`config.mk`:
```
export PLATFORM = sky130hd
export DESIGN_NAME = keypad_scanner
export DESIGN_NICKNAME = d
export VERILOG_FILES = /design/src/rtl/keypad_scanner.sv
export SDC_FILE = /design/constraint.sdc
export NUM_CORES = 1
export LEC_CHECK = 0
export ABC_AREA = 0
export CELL_PAD_IN_SITES_DETAIL_PLACEMENT = 1
export CELL_PAD_IN_SITES_GLOBAL_PLACEMENT = 1
export CORE_ASPECT_RATIO = 1.5
export CORE_UTILIZATION = 46
export DETAILED_ROUTE_END_ITERATION = 6
export PLACE_DENSITY_LB_ADDON = 0.12
export SYNTH_ARGS = -nofsm -noshare
export SYNTH_HDL_FRONTEND = slang
export SYNTH_SLANG_ARGS = --single-unit
```
`constraint.sdc`:
```
create_clock -name clk -period 5.5 [get_ports clk]
set_input_delay 1.1 -clock clk [delete_from_list [all_inputs] [get_ports clk]]
set_output_delay 1.1 -clock clk [all_outputs]
set_load 0.01 [all_outputs]
```
`src/rtl/keypad_scanner.sv`:
```
// Matrix-keypad scanner: strobes columns, synchronises rows, debounces whole frames and
// hands a single accepted key to the consumer through a 1-deep valid/ready register.
module keypad_scanner #(
    parameter int unsigned ROWS     = 4,
    parameter int unsigned COLS     = 4,
    parameter int unsigned SCAN_DIV = 1000,
    parameter int unsigned DEBOUNCE = 4,
    parameter int unsigned HEX_MAP  = 1,
    parameter int unsigned KEY_W    = 4
) (
    input  logic             clk,
    input  logic             rst_n,
    input  logic [ROWS-1:0]  row_n,
    output logic [COLS-1:0]  col_n,
    output logic [KEY_W-1:0] key_code,
    output logic             key_valid,
    input  logic             key_ready,
    output logic             key_held,
    output logic             multi_key,
    output logic             overflow
);

    localparam int unsigned IDX_W = $clog2(ROWS * COLS);
    localparam int unsigned RW    = $clog2(ROWS);
    localparam int unsigned CW    = $clog2(COLS);
    localparam int unsigned DIV_W = $clog2(SCAN_DIV);

    localparam logic [COLS-1:0] COL_ONE = COLS'(1);
    // Nibble n holds the legend of index n (row-major over a 4x4 pad).
    localparam logic [63:0]     HEX_LUT = 64'hDF0E_C987_B654_A321;

    typedef enum logic [1:0] {StIdle, StCand, StPressed, StRel} state_t;

    logic [ROWS-1:0]  r_row_s1, r_row_s2;
    logic [DIV_W-1:0] r_div;
    logic [CW-1:0]    r_col;
    logic [COLS-1:0]  r_col_n;
    logic [1:0]       r_fcnt;
    logic [RW-1:0]    r_frow;
    logic [CW-1:0]    r_fcol;
    state_t           r_state;
    logic [3:0]       r_cnt;
    logic [IDX_W-1:0] r_cand, r_acc;
    logic             r_emit;
    logic [KEY_W-1:0] r_emit_code;
    logic [KEY_W-1:0] r_key_code;
    logic             r_key_valid, r_key_held, r_multi, r_overflow;

    logic             w_tick, w_frame_end, w_single, w_acc_present, w_last_col;
    logic [CW-1:0]    w_col_next;
    logic [ROWS-1:0]  w_hit;
    logic [1:0]       w_colcnt, w_tot;
    logic [2:0]       w_sum;
    logic [RW-1:0]    w_col_row, w_krow;
    logic [CW-1:0]    w_kcol;
    logic [IDX_W-1:0] w_idx;

    function automatic logic [KEY_W-1:0] f_encode(input logic [IDX_W-1:0] idx);
        logic [3:0] sel;
        logic [3:0] v;
        sel = 4'(idx);
        v   = HEX_LUT[{sel, 2'b00} +: 4];
        return (HEX_MAP != 0) ? KEY_W'(v) : KEY_W'(idx);
    endfunction

    assign w_tick      = (r_div == DIV_W'(SCAN_DIV - 1));
    assign w_last_col  = (r_col == CW'(COLS - 1));
    assign w_frame_end = w_tick && w_last_col;
    assign w_col_next  = w_last_col ? '0 : r_col + CW'(1);

    // Fold the current column into the frame tally; saturates at 2 (= MULTI).
    always_comb begin
        w_hit     = ~r_row_s2;
        w_colcnt  = 2'd0;
        w_col_row = '0;
        for (int i = ROWS - 1; i >= 0; i--) begin
            if (w_hit[i]) begin
                w_col_row = RW'(i);
                if (w_colcnt != 2'd2) w_colcnt = w_colcnt + 2'd1;
            end
        end
        w_sum = {1'b0, r_fcnt} + {1'b0, w_colcnt};
        w_tot = (w_sum >= 3'd2) ? 2'd2 : w_sum[1:0];
        if (r_fcnt == 2'd0 && w_colcnt == 2'd1) begin
            w_krow = w_col_row;
            w_kcol = r_col;
        end else begin
            w_krow = r_frow;
            w_kcol = r_fcol;
        end
        w_idx = IDX_W'(w_krow) * IDX_W'(COLS) + IDX_W'(w_kcol);
    end

    assign w_single      = (w_tot == 2'd1);
    assign w_acc_present = w_single && (w_idx == r_acc);

    always_ff @(posedge clk or negedge rst_n) begin
        if (!rst_n) begin
            r_row_s1 <= '0;
            r_row_s2 <= '0;
            r_div    <= '0;
            r_col    <= '0;
            r_col_n  <= ~COL_ONE;
            r_fcnt   <= 2'd0;
            r_frow   <= '0;
            r_fcol   <= '0;
        end else begin
            r_row_s1 <= row_n;
            r_row_s2 <= r_row_s1;
            if (w_tick) begin
                r_div   <= '0;
                r_col   <= w_col_next;
                r_col_n <= ~(COL_ONE << w_col_next);
                if (w_frame_end) begin
                    r_fcnt <= 2'd0;
                    r_frow <= '0;
                    r_fcol <= '0;
                end else begin
                    r_fcnt <= w_tot;
                    r_frow <= w_krow;
                    r_fcol <= w_kcol;
                end
            end else begin
                r_div <= r_div + DIV_W'(1);
            end
        end
    end

    always_ff @(posedge clk or negedge rst_n) begin
        if (!rst_n) begin
            r_state     <= StIdle;
            r_cnt       <= 4'd0;
            r_cand      <= '0;
            r_acc       <= '0;
            r_emit      <= 1'b0;
            r_emit_code <= '0;
            r_key_held  <= 1'b0;
            r_multi     <= 1'b0;
        end else begin
            r_emit <= 1'b0;
            if (w_frame_end) begin
                r_multi <= (w_tot == 2'd2);
                unique case (r_state)
                    StIdle: begin
                        if (w_single) begin
                            if (DEBOUNCE <= 1) begin
                                r_state     <= StPressed;
                                r_acc       <= w_idx;
                                r_emit      <= 1'b1;
                                r_emit_code <= f_encode(w_idx);
                                r_key_held  <= 1'b1;
                            end else begin
                                r_state <= StCand;
                                r_cand  <= w_idx;
                                r_cnt   <= 4'd1;
                            end
                        end
                    end
                    StCand: begin
                        if (!w_single) begin
                            r_state <= StIdle;
                        end else if (w_idx != r_cand) begin
                            r_cand <= w_idx;
                            r_cnt  <= 4'd1;
                        end else if ((r_cnt + 4'd1) >= 4'(DEBOUNCE)) begin
                            r_state     <= StPressed;
                            r_acc       <= w_idx;
                            r_emit      <= 1'b1;
                            r_emit_code <= f_encode(w_idx);
                            r_key_held  <= 1'b1;
                        end else begin
                            r_cnt <= r_cnt + 4'd1;
                        end
                    end
                    StPressed: begin
                        if (!w_acc_present) begin
                            if (DEBOUNCE <= 1) begin
                                r_state    <= StIdle;
                                r_key_held <= 1'b0;
                            end else begin
                                r_state <= StRel;
                                r_cnt   <= 4'd1;
                            end
                        end
                    end
                    StRel: begin
                        if (w_acc_present) begin
                            r_state <= StPressed;
                        end else if ((r_cnt + 4'd1) >= 4'(DEBOUNCE)) begin
                            r_state    <= StIdle;
                            r_key_held <= 1'b0;
                        end else begin
                            r_cnt <= r_cnt + 4'd1;
                        end
                    end
                    default: r_state <= StIdle;
                endcase
            end
        end
    end

    // Holding register: a new event beats a same-cycle accept; a full register drops it.
    always_ff @(posedge clk or negedge rst_n) begin
        if (!rst_n) begin
            r_key_code  <= '0;
            r_key_valid <= 1'b0;
            r_overflow  <= 1'b0;
        end else begin
            r_overflow <= 1'b0;
            if (r_emit && (!r_key_valid || key_ready)) begin
                r_key_code  <= r_emit_code;
                r_key_valid <= 1'b1;
            end else begin
                if (r_emit) r_overflow <= 1'b1;
                if (r_key_valid && key_ready) r_key_valid <= 1'b0;
            end
        end
    end

    assign col_n     = r_col_n;
    assign key_code  = r_key_code;
    assign key_valid = r_key_valid;
    assign key_held  = r_key_held;
    assign multi_key = r_multi;
    assign overflow  = r_overflow;

endmodule
```
==> summary.txt, run 1 <==
Setup path
  • Required @ worst endpoint: roughly 5.7 ns
  • Top cell by count, worst path: inv_1
  • CP Launch Type: flip-flop
  • CP top delay family: simple AND/OR/NAND/NOR gates
  • WP data arrival: about 4.9 ns
  • Critical-path top delay cell: fa_1
  • Crit end category: flip-flop
  • Max FO, Critical Path: 5
  • Bufs and invs on worst path: 4
  • Crit-path cells: inv_1 > ha_1 > mux2_2 > inv_1 > ha_1 > and2b_1 > a21oi_1 > inv_1 > ha_1 > inv_1 > fa_1 > and2_1 > nand2_1 > or4_1 > a32o_1 > o311a_1 > or3_4 > mux2_2
  • Crit path kind: reg2reg
  • Worst stage delay on the critical path: 0.50 ns

Logic synthesis
  • Netlist cell types: 52
  • Syn Inst Count: 300
  • Area share of the largest cell type after synthesis: between 40% and 50%
  • Predominant post-synthesis flop cell: dfrtp_1
  • EDFF count, synth: 0
  • Dominant cells by area after synthesis: dfrtp_1, ha_1, nand2_1, o21ai_0, mux2_2
  • Seq/Total Area, Yosys: approximately 48%
  • Ys async rst share: 100%
  • Synth area leader: dfrtp_1
  • Synthesized flop and latch total: between 50 and 60
  • Yosys Warn Count: 0
  • Syn_area_per_cell: between 9 and 10 um^2
  • Syn Std Cell Area: about 3000 um^2
  • Syn_nets: ~330

Floorplanning
  • FP Rows: 35
  • Ports: 19
  • Initial core utilization: between 40% and 50%
  • DIE WIDTH: a little under 70 um
  • Core Area: 6220 um^2
  • Die ar.: between 6000 and 7000 um^2
  • DIE HEIGHT: slightly above 100 um

Timing
  • Fmax: roughly 0.22 GHz
  • Slew HR: between 40% and 50%
  • Fin crit share: about 84%
  • Fin. Hold Viols: 0
  • Final-report max-slew violation count: 0
  • Finish-stage setup viols: 0
  • Setup TNS: 0 ns
  • Worst-margin pin slew: between 0.8 and 0.9 ns
  • Worst setup margin: about 0.86 ns
  • RSZ-0062 raised after global routing: no
  • Final Skew: about 0.0055 ns
  • Final worst path period need: roughly 4.6 ns
  • Min Hold Slack: 0.348 ns

CTS
  • TritonCTS clock tree: done
  • Htree depth: 3
  • Sink Count: 57
  • Clk slew on worst S/H paths: 0.07 ns
  • Clk buf depth: 2
  • Root Buffer Master: clkbuf_8
  • Total of cells resized after clock tree synthesis: 0
  • CTS Buf Count: 9
  • Hold-fix buffers, CTS: 0
  • Post-CTS setup buffer count: 0
  • Clock latency on the worst-skew pair: around 0.35 ns

GRT
  • GRT Residual Overflow: 0
  • Vias in the first global route: 2482
  • Pin count of the biggest net entering global routing: 58
  • Total GRT Usage: around a quarter
  • First-pass GRT wire length: about 12000 um
  • Initial antenna violation count: 0

Cells and area
  • Post-Route Utilization: 55.5%
  • Layout fillers: 722
  • Antenna diodes: 0
  • Nets: ~350
  • Layout cell share with drive strength beyond 1: approximately 11%
  • Area grow syn2layout: 15.1%
  • Fin cells: 401
  • Design area: between 3000 and 4000 um^2

Place
  • Place WS: around 0.92 ns
  • DPL Wire Length: between 5000 and 6000 um
  • RD Place Congestion: ~0.83
  • Area post-placement: ~3300 um^2
  • Placed Cells: between 300 and 400
  • Port bufs: 18

Routing
  • Vias after detailed routing: about 2300
  • Residual DRC count: 0
  • Routed Antenna Nets: 0
  • Initial DRC count: 124
  • WL/cell: roughly 18 um
  • Post-DR vias/cell: approximately 5.8
  • DR pass1 iterations: 4
  • DRT Wirelength: between 7000 and 8000 um

Pwr
  • Max VDD drop: approximately 0.13 mV
  • Leakage: approximately 1.6 nW
  • PwrDens: about 250 nW/um^2
  • Total power: a little under 0.9 mW

Outcome
  • Outcome: complete, no violations

Hold path
  • Hold crit path type: reg2reg

Job
  • Max_cap viols: 0
==> cell usage in the layout (no fill, tap or decap), drive strengths merged, types with 3 or more instances in the layout <==
cell type | netlist | layout
nand3 | 8 | 8
mux2i | 7 | 7
nand2b | 5 | 5
mux2 | 9 | 9
a21oi | 5 | 5
buf | 3 | 4
o22ai | 8 | 8
nor2 | 15 | 15
and3 | 5 | 5
xnor2 | 3 | 3
o31ai | 4 | 4
clkdlybuf4s50 | 0 | 17
and2 | 5 | 5
o21ai | 22 | 22
inv | 26 | 26
xor2 | 5 | 5
ha | 17 | 17
nor4 | 5 | 5
dfrtp | 54 | 54
nand2 | 33 | 33
or3 | 3 | 3
nor3 | 7 | 7
dfstp | 3 | 3
or4 | 3 | 3
nand4 | 5 | 5
clkbuf | 7 | 13
==> flip-flops by register name (all words and copies together) (netlist names) <==
signal,cells
col_n,4
r_emit,1
key_held,1
r_frow,2
key_code,4
r_state,2
r_cnt,4
r_emit_code,4
overflow,1
r_row_s2,4
r_div,10
key_valid,1
r_fcnt,2
r_fcol,2
r_acc,4
multi_key,1
r_row_s1,4
r_col,2
r_cand,4
==> final timing paths <==
kind	from	to	slack [ns]	depth (start not counted)
worst min-delay path	r_row_s1[1]	r_row_s2[1]	0.35	0
max in group asynchronous	rst_n	r_cnt[3]	4.11	2
worst min register to register	r_row_s1[1]	r_row_s2[1]	0.35	0
min in group asynchronous	rst_n	r_row_s2[1]	0.88	2
worst max-delay path	r_row_s2[2]	r_cnt[0]	0.86	18
worst max register to register	r_row_s2[2]	r_cnt[0]	0.86	18
==> power breakdown <==
part / internal, mW / leakage (nW) / total (mW) / switching (mW)
Clock: 0.233 / 0.103 / 0.401 / 0.168
Combinational: 0.0173 / 0.748 / 0.0478 / 0.0305
Sequential: 0.422 / 0.753 / 0.425 / 0.00274
==> worst register-to-register path, stage by stage, from the launching register on <==
cell and delay, ns:
dfrtp_1 0.40, inv_1 0.06, ha_1 0.31, mux2_2 0.31
inv_1 0.07, ha_1 0.14, and2b_1 0.17, a21oi_1 0.09
inv_1 0.17, ha_1 0.17, inv_1 0.05, fa_1 0.50
and2_1 0.16, nand2_1 0.14, or4_1 0.50, a32o_1 0.25
o311a_1 0.36, or3_4 0.40, mux2_2 0.27
==> cell families (layout without fill, tap and decap cells) <==
kind of cell    Yosys count  in the layout  share of synthesized area (%)
simple gates            102            102                           17.4
compound gates           63             63                           14.4
flops                    57             57                           47.7
buf+inv                  36             63                           4.71
fa+ha+maj                18             18                           7.76
mux                      16             16                           5.72
xor+xnor                  8              8                           2.34
==> cells in the mapped netlist, types with 7 or more instances <==
| cell type | instances |
|---|---|
| clkbuf_1 | 7 |
| dfrtp_1 | 54 |
| ha_1 | 17 |
| inv_1 | 26 |
| mux2_2 | 9 |
| mux2i_1 | 7 |
| nand2_1 | 33 |
| nand3_1 | 8 |
| nor2_1 | 15 |
| nor3_1 | 7 |
| o21ai_0 | 22 |
| o22ai_1 | 8 |
==> routing by layer <==
metal / share of wire (%) / track usage (%) / wire [um] / up-vias
li1: - / - / - / 1107
met1: 43 / 28.6 / 3040 / 1162
met2: 51 / 39.3 / 3610 / 34
met3: 2.7 / 3.73 / 190 / 20
met4: 3.9 / 15.9 / 277 / 0
met5: 0 / 0 / 0 / -
==> layout make-up <==
type	instances	area (um^2)	share of cell area (%)
Clock inverter	3	40.0	1.16
Multi-Input combinational cell	207	1430	41.6
Timing Repair Buffer	21	198	5.73
Inverter	26	97.6	2.83
Clock buffer	13	159	4.60
Sequential cell	57	1430	41.4
Tap cell	74	92.6	2.68
Note: power is estimated with default switching activity, not from simulation.
==> inputs of run 2 (changes only) <==
--- a/config.mk
+++ b/config.mk
@@ -9,7 +9,7 @@
 export CELL_PAD_IN_SITES_DETAIL_PLACEMENT = 1
 export CELL_PAD_IN_SITES_GLOBAL_PLACEMENT = 1
 export CORE_ASPECT_RATIO = 1.5
-export CORE_UTILIZATION = 46
+export CORE_UTILIZATION = 42
 export DETAILED_ROUTE_END_ITERATION = 6
 export PLACE_DENSITY_LB_ADDON = 0.12
 export SYNTH_ARGS = -nofsm -noshare
==> constraint.sdc (replaced) <==
create_clock -name clk -period 4 [get_ports clk]
set_input_delay 0.8 -clock clk [delete_from_list [all_inputs] [get_ports clk]]
set_output_delay 0.8 -clock clk [all_outputs]
set_load 0.01 [all_outputs]
==> summary.txt, run 2 (same netlist as run 1, synthesis figures left out) <==
Outcome
  • Outcome: finished, violations left
  • Failing checks: setup timing

Pwr
  • Max VDD drop: 0.206 mV (+58%)
  • Int Pwr: 0.872 mW (+30%)
  • Leakage: 1.70 nW (+6.1%)
  • Flop pwr share: 50.7% (+2.0 points)
  • Clock power frac: 40.3% (-5.6 points)
  • Net Sw Power: 0.282 mW (+40%)
  • Combinational share of power: 9.0% (+3.5 points)
  • Net Sw Frac: 24.4% (+1.4 points)
  • PwrDens: 315 nW/um^2 (+24%)

Floorplanning
  • Ports: 19 (unchanged)
  • DIE HEIGHT: 105 um (+4.6%)
  • FP Rows: 37 (+5.7%)
  • DIE WIDTH: 71.0 um (+4.5%)
  • Die ar.: 7490 um^2 (+9.3%)
  • Core Area: 6900 um^2 (+11%)
  • Initial core utilization: 43.5% (-4.8 points)

Cells and area
  • Max reg flops: 10 (unchanged)
  • Commonest non-fill, non-tap cell in the layout: dfrtp_1
  • Nets: 370 (+6.6%)
  • Most frequent cells in the layout: dfrtp_1, nand2_1, buf_4
  • Layout cell share with drive strength beyond 1: 20.3% (+9.6 points)
  • Biggest register: r_div
  • Area grow syn2layout: 22.2%
  • Layout fillers: 777 (+7.6%)
  • Design area: 3670 um^2 (+6.2%)
  • Antenna diodes: 0 (unchanged)
  • Multi-input gate area: 1510 um^2 (+5.1%)
  • Register area: 1430 um^2 (about the same)

Timing
  • Finish-stage setup viols: 5 (+5)
  • RSZ-0062 raised after global routing: yes
  • Fin crit share: 104% (+20 points)
  • Worst setup margin: -0.174 ns (-1.04 ns)
  • Setup TNS: -0.529 ns (-0.529 ns)
  • Slew HR: 40.6% (-3.0 points)
  • Fin. Hold Viols: 0 (unchanged)
  • Min Hold Slack: 0.349 ns (+0.000917 ns)
  • Final-report max-slew violation count: 0 (unchanged)
  • Worst-margin pin slew: 0.891 ns (+0.0534 ns)
  • Final worst path period need: 4.17 ns (-0.463 ns)
  • Final Skew: 0.00998 ns (+0.00443 ns)
  • Fmax: 0.240 GHz (+11%)

Hold path
  • Min-Delay Path Depth: 0 (unchanged)
  • Worst Min Path Start: r_row_s1[0]
  • Hold Path End: r_row_s2[0]
  • Hold crit path type: reg2reg

Routing
  • Initial DRC count: 88 (-29%)
  • Post-DR vias/cell: 5.62 (-2.9%)
  • Vias after detailed routing: 2407 (+3.6%)
  • Routed Antenna Nets: 0 (unchanged)
  • Residual DRC count: 0 (unchanged)
  • DRT Wirelength: 7420 um (+4.2%)
  • DR pass1 iterations: 7 (+3)
  • WL/cell: 17.3 um (-2.3%)

Setup path
  • Max FO, Critical Path: 4 (-1)
  • Crit path kind: reg2reg
  • Reg-to-reg slack, setup: -0.17 ns (-1.04 ns)
  • Worst r2r src: r_row_s2[2]
  • Required @ worst endpoint: 4.23 ns (-1.50 ns)
  • Crit end category: flip-flop
  • R2R Path End: r_cnt[0]
  • CP Launch Type: flip-flop
  • Reg2reg path depth: 18 (unchanged)
  • WP data arrival: 4.40 ns (-0.47 ns)

Place
  • DPL Wire Length: 5310 um (+3.6%)
  • Port bufs: 18 (unchanged)
  • RD Place Congestion: 0.798 (-4.0%)
  • Place WS: -0.207 ns (-1.13 ns)
  • Area post-placement: 3410 um^2 (+5.0%)

GRT
  • Pin count of the biggest net entering global routing: 40 (-31%)
  • Initial antenna violation count: 0 (unchanged)
  • Vias in the first global route: 2514 (+1.3%)
  • Total GRT Usage: 21.6% (-2.6 points)
  • GRT Residual Overflow: 0 (unchanged)
  • First-pass GRT wire length: 12200 um (+1.7%)

Job
  • Max_cap viols: 0 (unchanged)

CTS
  • Clock latency on the worst-skew pair: 0.35 ns (about the same)
  • Sink Count: 57 (unchanged)
  • CTS Buf Count: 9 (unchanged)
  • Htree depth: 3 (unchanged)
  • Clk slew on worst S/H paths: 0.06 ns (about the same)
  • Hold-fix buffers, CTS: 0 (unchanged)
  • Root Buffer Master: clkbuf_8
  • Clk buf depth: 2 (unchanged)
  • TritonCTS clock tree: done
-- run 2: cell count changes in the layout (fill, tap and decap cells not counted), moves of 2 or more --
| cell | delta |
|---|---|
| buf_4 | +23 |
| clkbuf_1 | +3 |
| ha_4 | +3 |
| ha_1 | -3 |
| mux2_4 | +2 |
| inv_1 | -5 |
| mux2_2 | -2 |
| inv_2 | +5 |
-- run 2: area by class of cell --
| type | count | share of cell area (%) |
|---|---|---|
| clock buffers | 15 | 4.27 |
| clock inverters | 1 | 0.137 |
| inverters | 26 | 2.66 |
| multi-input cells | 207 | 41.1 |
| flip-flops and latches | 57 | 39.0 |
| well taps | 78 | 2.66 |
| repair buffers | 44 | 10.1 |
-- run 2: repair_timing --
action	CTS	global route
pin swaps	3	3
setup endpoints to repair	5	7
gates resized for setup	10	3
buffers inserted	3	2
-- run 2: per-layer routing --
| layer | vias to the layer above | global-route usage, % | wire (um) |
|---|---|---|---|
| met2 | 30 | 37.2 | 3860 |
| met1 | 1204 | 24.9 | 3180 |
| met5 | - | 0 | 0 |
| li1 | 1156 | - | - |
| met4 | 0 | 9.86 | 206 |
| met3 | 17 | 5.64 | 177 |
-- run 2: power groups by stage --
stage / clock, mW / combinational (mW) / sequential (mW)
finish: 0.465 / 0.103 / 0.585
global route: 0.503 / 0.114 / 0.585
global placement: 0 / 0.0888 / 0.595
floorplan: 0 / 0.0456 / 0.593
detailed placement: 0 / 0.0911 / 0.595
CTS: 0.482 / 0.0990 / 0.585
-- run 2: metrics by stage --
| step | power (mW) | util [%] | std cells |
|---|---|---|---|
| floorplan | 0.639 | - | 300 |
| global placement | 0.684 | 49.5 | 407 |
| detailed placement | 0.686 | 49.5 | 407 |
| CTS | 1.17 | 52.8 | 426 |
| global route | 1.20 | 53.1 | 428 |
| finish | 1.15 | 53.1 | 428 |
-- run 2: worst max-delay path: stages (launching register included) --
cell and delay [ns]:
dfrtp_2 0.44, inv_2 0.08, ha_4 0.19, mux2_4 0.27
inv_2 0.05, ha_1 0.13, and2b_1 0.17, a21oi_2 0.05
inv_2 0.09, ha_4 0.13, inv_2 0.03, fa_1 0.52
and2_4 0.16, nand2_4 0.05, or4_1 0.47, a32o_2 0.28
o311a_1 0.33, or3_4 0.34, mux2_4 0.27
-- run 2: worst max-delay path by stage --
stage           startpoint  endpoint  slack, ns  cells after the start
2_1_floorplan  r_row_s2[3]  r_cnt[0]      -0.09                     18
3_3_place_gp   r_row_s2[2]  r_cnt[0]      -0.09                     18
3_5_place_dp   r_row_s2[2]  r_cnt[1]      -0.21                     19
4_1_cts        r_row_s2[2]  r_cnt[0]      -0.17                     18
5_1_grt        r_row_s2[2]  r_cnt[0]      -0.28                     18
6_report       r_row_s2[2]  r_cnt[0]      -0.17                     18
==> inputs of run 3 (changes only) <==
--- a/config.mk
+++ b/config.mk
@@ -12,6 +12,7 @@
 export CORE_UTILIZATION = 42
 export DETAILED_ROUTE_END_ITERATION = 6
 export PLACE_DENSITY_LB_ADDON = 0.12
+export SETUP_SLACK_MARGIN = 0.05
 export SYNTH_ARGS = -nofsm -noshare
 export SYNTH_HDL_FRONTEND = slang
 export SYNTH_SLANG_ARGS = --single-unit
==> summary.txt, run 3 (same netlist as run 1, synthesis figures left out) <==
Outcome
  • Outcome: finished, violations left
  • Failing checks: setup timing

CTS
  • TritonCTS clock tree: done
  • Sink Count: 57 (unchanged)
  • CTS Buf Count: 9 (unchanged)
  • Root Buffer Master: clkbuf_8
  • Htree depth: 3 (unchanged)
  • Clk buf depth: 2 (unchanged)
  • Hold-fix buffers, CTS: 0 (unchanged)
  • Clock latency on the worst-skew pair: 0.34 ns (about the same)
  • Clk slew on worst S/H paths: 0.06 ns (about the same)

Routing
  • Vias after detailed routing: 2366 (-1.7%)
  • Routed Antenna Nets: 0 (unchanged)
  • Post-DR vias/cell: 5.49 (-2.4%)
  • DRT Wirelength: 7090 um (-4.4%)
  • DR pass1 iterations: 4 (-3)
  • WL/cell: 16.5 um (-5.1%)
  • Initial DRC count: 92 (+4.5%)
  • Residual DRC count: 0 (unchanged)

Setup path
  • Crit path kind: reg2reg
  • CP Launch Type: flip-flop
  • Max FO, Critical Path: 3 (-1)
  • Reg-to-reg slack, setup: -0.14 ns (+0.04 ns)
  • Worst r2r src: r_row_s2[3]
  • Reg2reg path depth: 18 (unchanged)
  • WP data arrival: 4.35 ns (-0.05 ns)
  • Crit end category: flip-flop
  • R2R Path End: r_cnt[0]
  • Required @ worst endpoint: 4.22 ns (about the same)

Timing
  • Fmax: 0.242 GHz (+0.91%)
  • Worst setup margin: -0.136 ns (+0.0376 ns)
  • Slew HR: 40.7% (+0.063 points)
  • Final worst path period need: 4.14 ns (-0.0376 ns)
  • Finish-stage setup viols: 5 (unchanged)
  • Fin crit share: 103% (-0.94 points)
  • Worst-margin pin slew: 0.890 ns (-0.000940 ns)
  • RSZ-0062 raised after global routing: yes
  • Final Skew: 0.00896 ns (-0.00102 ns)
  • Fin. Hold Viols: 0 (unchanged)
  • Final-report max-slew violation count: 0 (unchanged)

Hold path
  • Min-Delay Path Depth: 0 (unchanged)
  • Worst Min Path Start: r_row_s1[1]
  • Hold crit path type: reg2reg
  • Hold Path End: r_row_s2[1]

Place
  • Place WS: -0.204 ns (+0.00340 ns)
  • RD Place Congestion: 0.763 (-4.5%)
  • Port bufs: 18 (unchanged)
  • DPL Wire Length: 5210 um (-1.9%)

Floorplanning
  • FP Rows: 37 (unchanged)
  • DIE HEIGHT: 105 um (unchanged)
  • Core Area: 6900 um^2 (unchanged)
  • Die ar.: 7490 um^2 (unchanged)
  • Ports: 19 (unchanged)
  • Initial core utilization: 43.5% (unchanged)
  • DIE WIDTH: 71.0 um (unchanged)

Pwr
  • Net Sw Power: 0.292 mW (+3.4%)
  • PwrDens: 328 nW/um^2 (+4.3%)
  • Max VDD drop: 0.270 mV (+31%)
  • Leakage: 1.74 nW (+2.0%)
  • Int Pwr: 0.935 mW (+7.2%)
  • Clock power frac: 43.7% (+3.4 points)
  • Combinational share of power: 8.7% (-0.3 points)
  • Net Sw Frac: 23.8% (-0.66 points)
  • Flop pwr share: 47.7% (-3.0 points)

GRT
  • Pin count of the biggest net entering global routing: 40 (unchanged)
  • Initial antenna violation count: 0 (unchanged)
  • First-pass GRT wire length: 12100 um (-0.97%)
  • Total GRT Usage: 20.8% (-0.80 points)
  • GRT Residual Overflow: 0 (unchanged)
  • Vias in the first global route: 2572 (+2.3%)

Job
  • Max_cap viols: 0 (unchanged)

Cells and area
  • Layout cell share with drive strength beyond 1: 21.8% (+1.5 points)
  • Area grow syn2layout: 24.5%
  • Nets: 373 (+0.81%)
  • Biggest register: r_div
  • Max reg flops: 10 (unchanged)
  • Commonest non-fill, non-tap cell in the layout: dfrtp_1
  • Most frequent cells in the layout: dfrtp_1, nand2_1, buf_4
  • Post-Route Utilization: 54.1% (+1.0 points)
  • Antenna diodes: 0 (unchanged)
==> run 3: cell type report <==
class	count	area, um^2
flip-flops and latches	57	1430
repair buffers	47	400
inverters	26	97.6
multi-input cells	207	1510
clock buffers	11	141
fillers	773	3160
clock inverters	5	55.1
well taps	78	97.6
==> run 3: per-layer routing <==
metal | track usage, % | vias to the layer above | wire length [um]
met5 | 0 | - | 0
met4 | 9.29 | 0 | 130
met3 | 4.30 | 12 | 162
met2 | 37.1 | 19 | 3900
met1 | 23.6 | 1180 | 2900
li1 | - | 1155 | -
==> run 3: power by group through the flow <==
stage | Combinational, mW | Sequential, mW | Clock, mW
floorplan | 0.0467 | 0.593 | 0
global placement | 0.0903 | 0.595 | 0
detailed placement | 0.0932 | 0.595 | 0
CTS | 0.0984 | 0.584 | 0.546
global route | 0.117 | 0.585 | 0.576
finish | 0.106 | 0.585 | 0.535
==> run 3: through the flow <==
step	area [um^2]	hold slack (ns)	setup TNS, ns	power, mW	instances
finish	3730	0.353	-0.283	1.23	431
global route	3730	0.365	-1.00	1.28	431
CTS	3660	0.351	-0.391	1.23	426
detailed placement	3420	0.336	-0.685	0.688	407
global placement	3420	0.334	-0.105	0.685	407
floorplan	3030	0.331	-0.0710	0.640	300
==> run 3: worst max-delay path: stages (launching register included) <==
cell and delay, ns:
dfrtp_1 0.42, inv_2 0.10, ha_4 0.20, mux2_4 0.26
inv_2 0.05, ha_1 0.13, and2b_1 0.15, a21oi_2 0.05
inv_2 0.10, ha_4 0.14, inv_2 0.03, fa_1 0.50
and2_4 0.16, nand2_4 0.05, or4_4 0.47, a32o_2 0.24
o311a_1 0.33, or3_4 0.35, mux2_2 0.27
==> run 3: worst max path at each step <==
stage          cells past startpoint  slack (ns)       end         from
2_1_floorplan                     18       -0.07  r_cnt[0]  r_row_s2[3]
3_3_place_gp                      18       -0.07  r_cnt[0]  r_row_s2[3]
3_5_place_dp                      18       -0.20  r_cnt[0]  r_row_s2[3]
4_1_cts                           18       -0.14  r_cnt[0]  r_row_s2[3]
5_1_grt                           18       -0.27  r_cnt[0]  r_row_s2[3]
6_report                          18       -0.14  r_cnt[0]  r_row_s2[3]
==> run 3: repair_timing <==
| item | in CTS | in global routing |
|---|---|---|
| gates cloned | 0 | 0 |
| setup buffers | 3 | 5 |
| pin swaps | 2 | 0 |
| gates resized for setup | 4 | 9 |
| setup endpoints to repair | 5 | 10 |
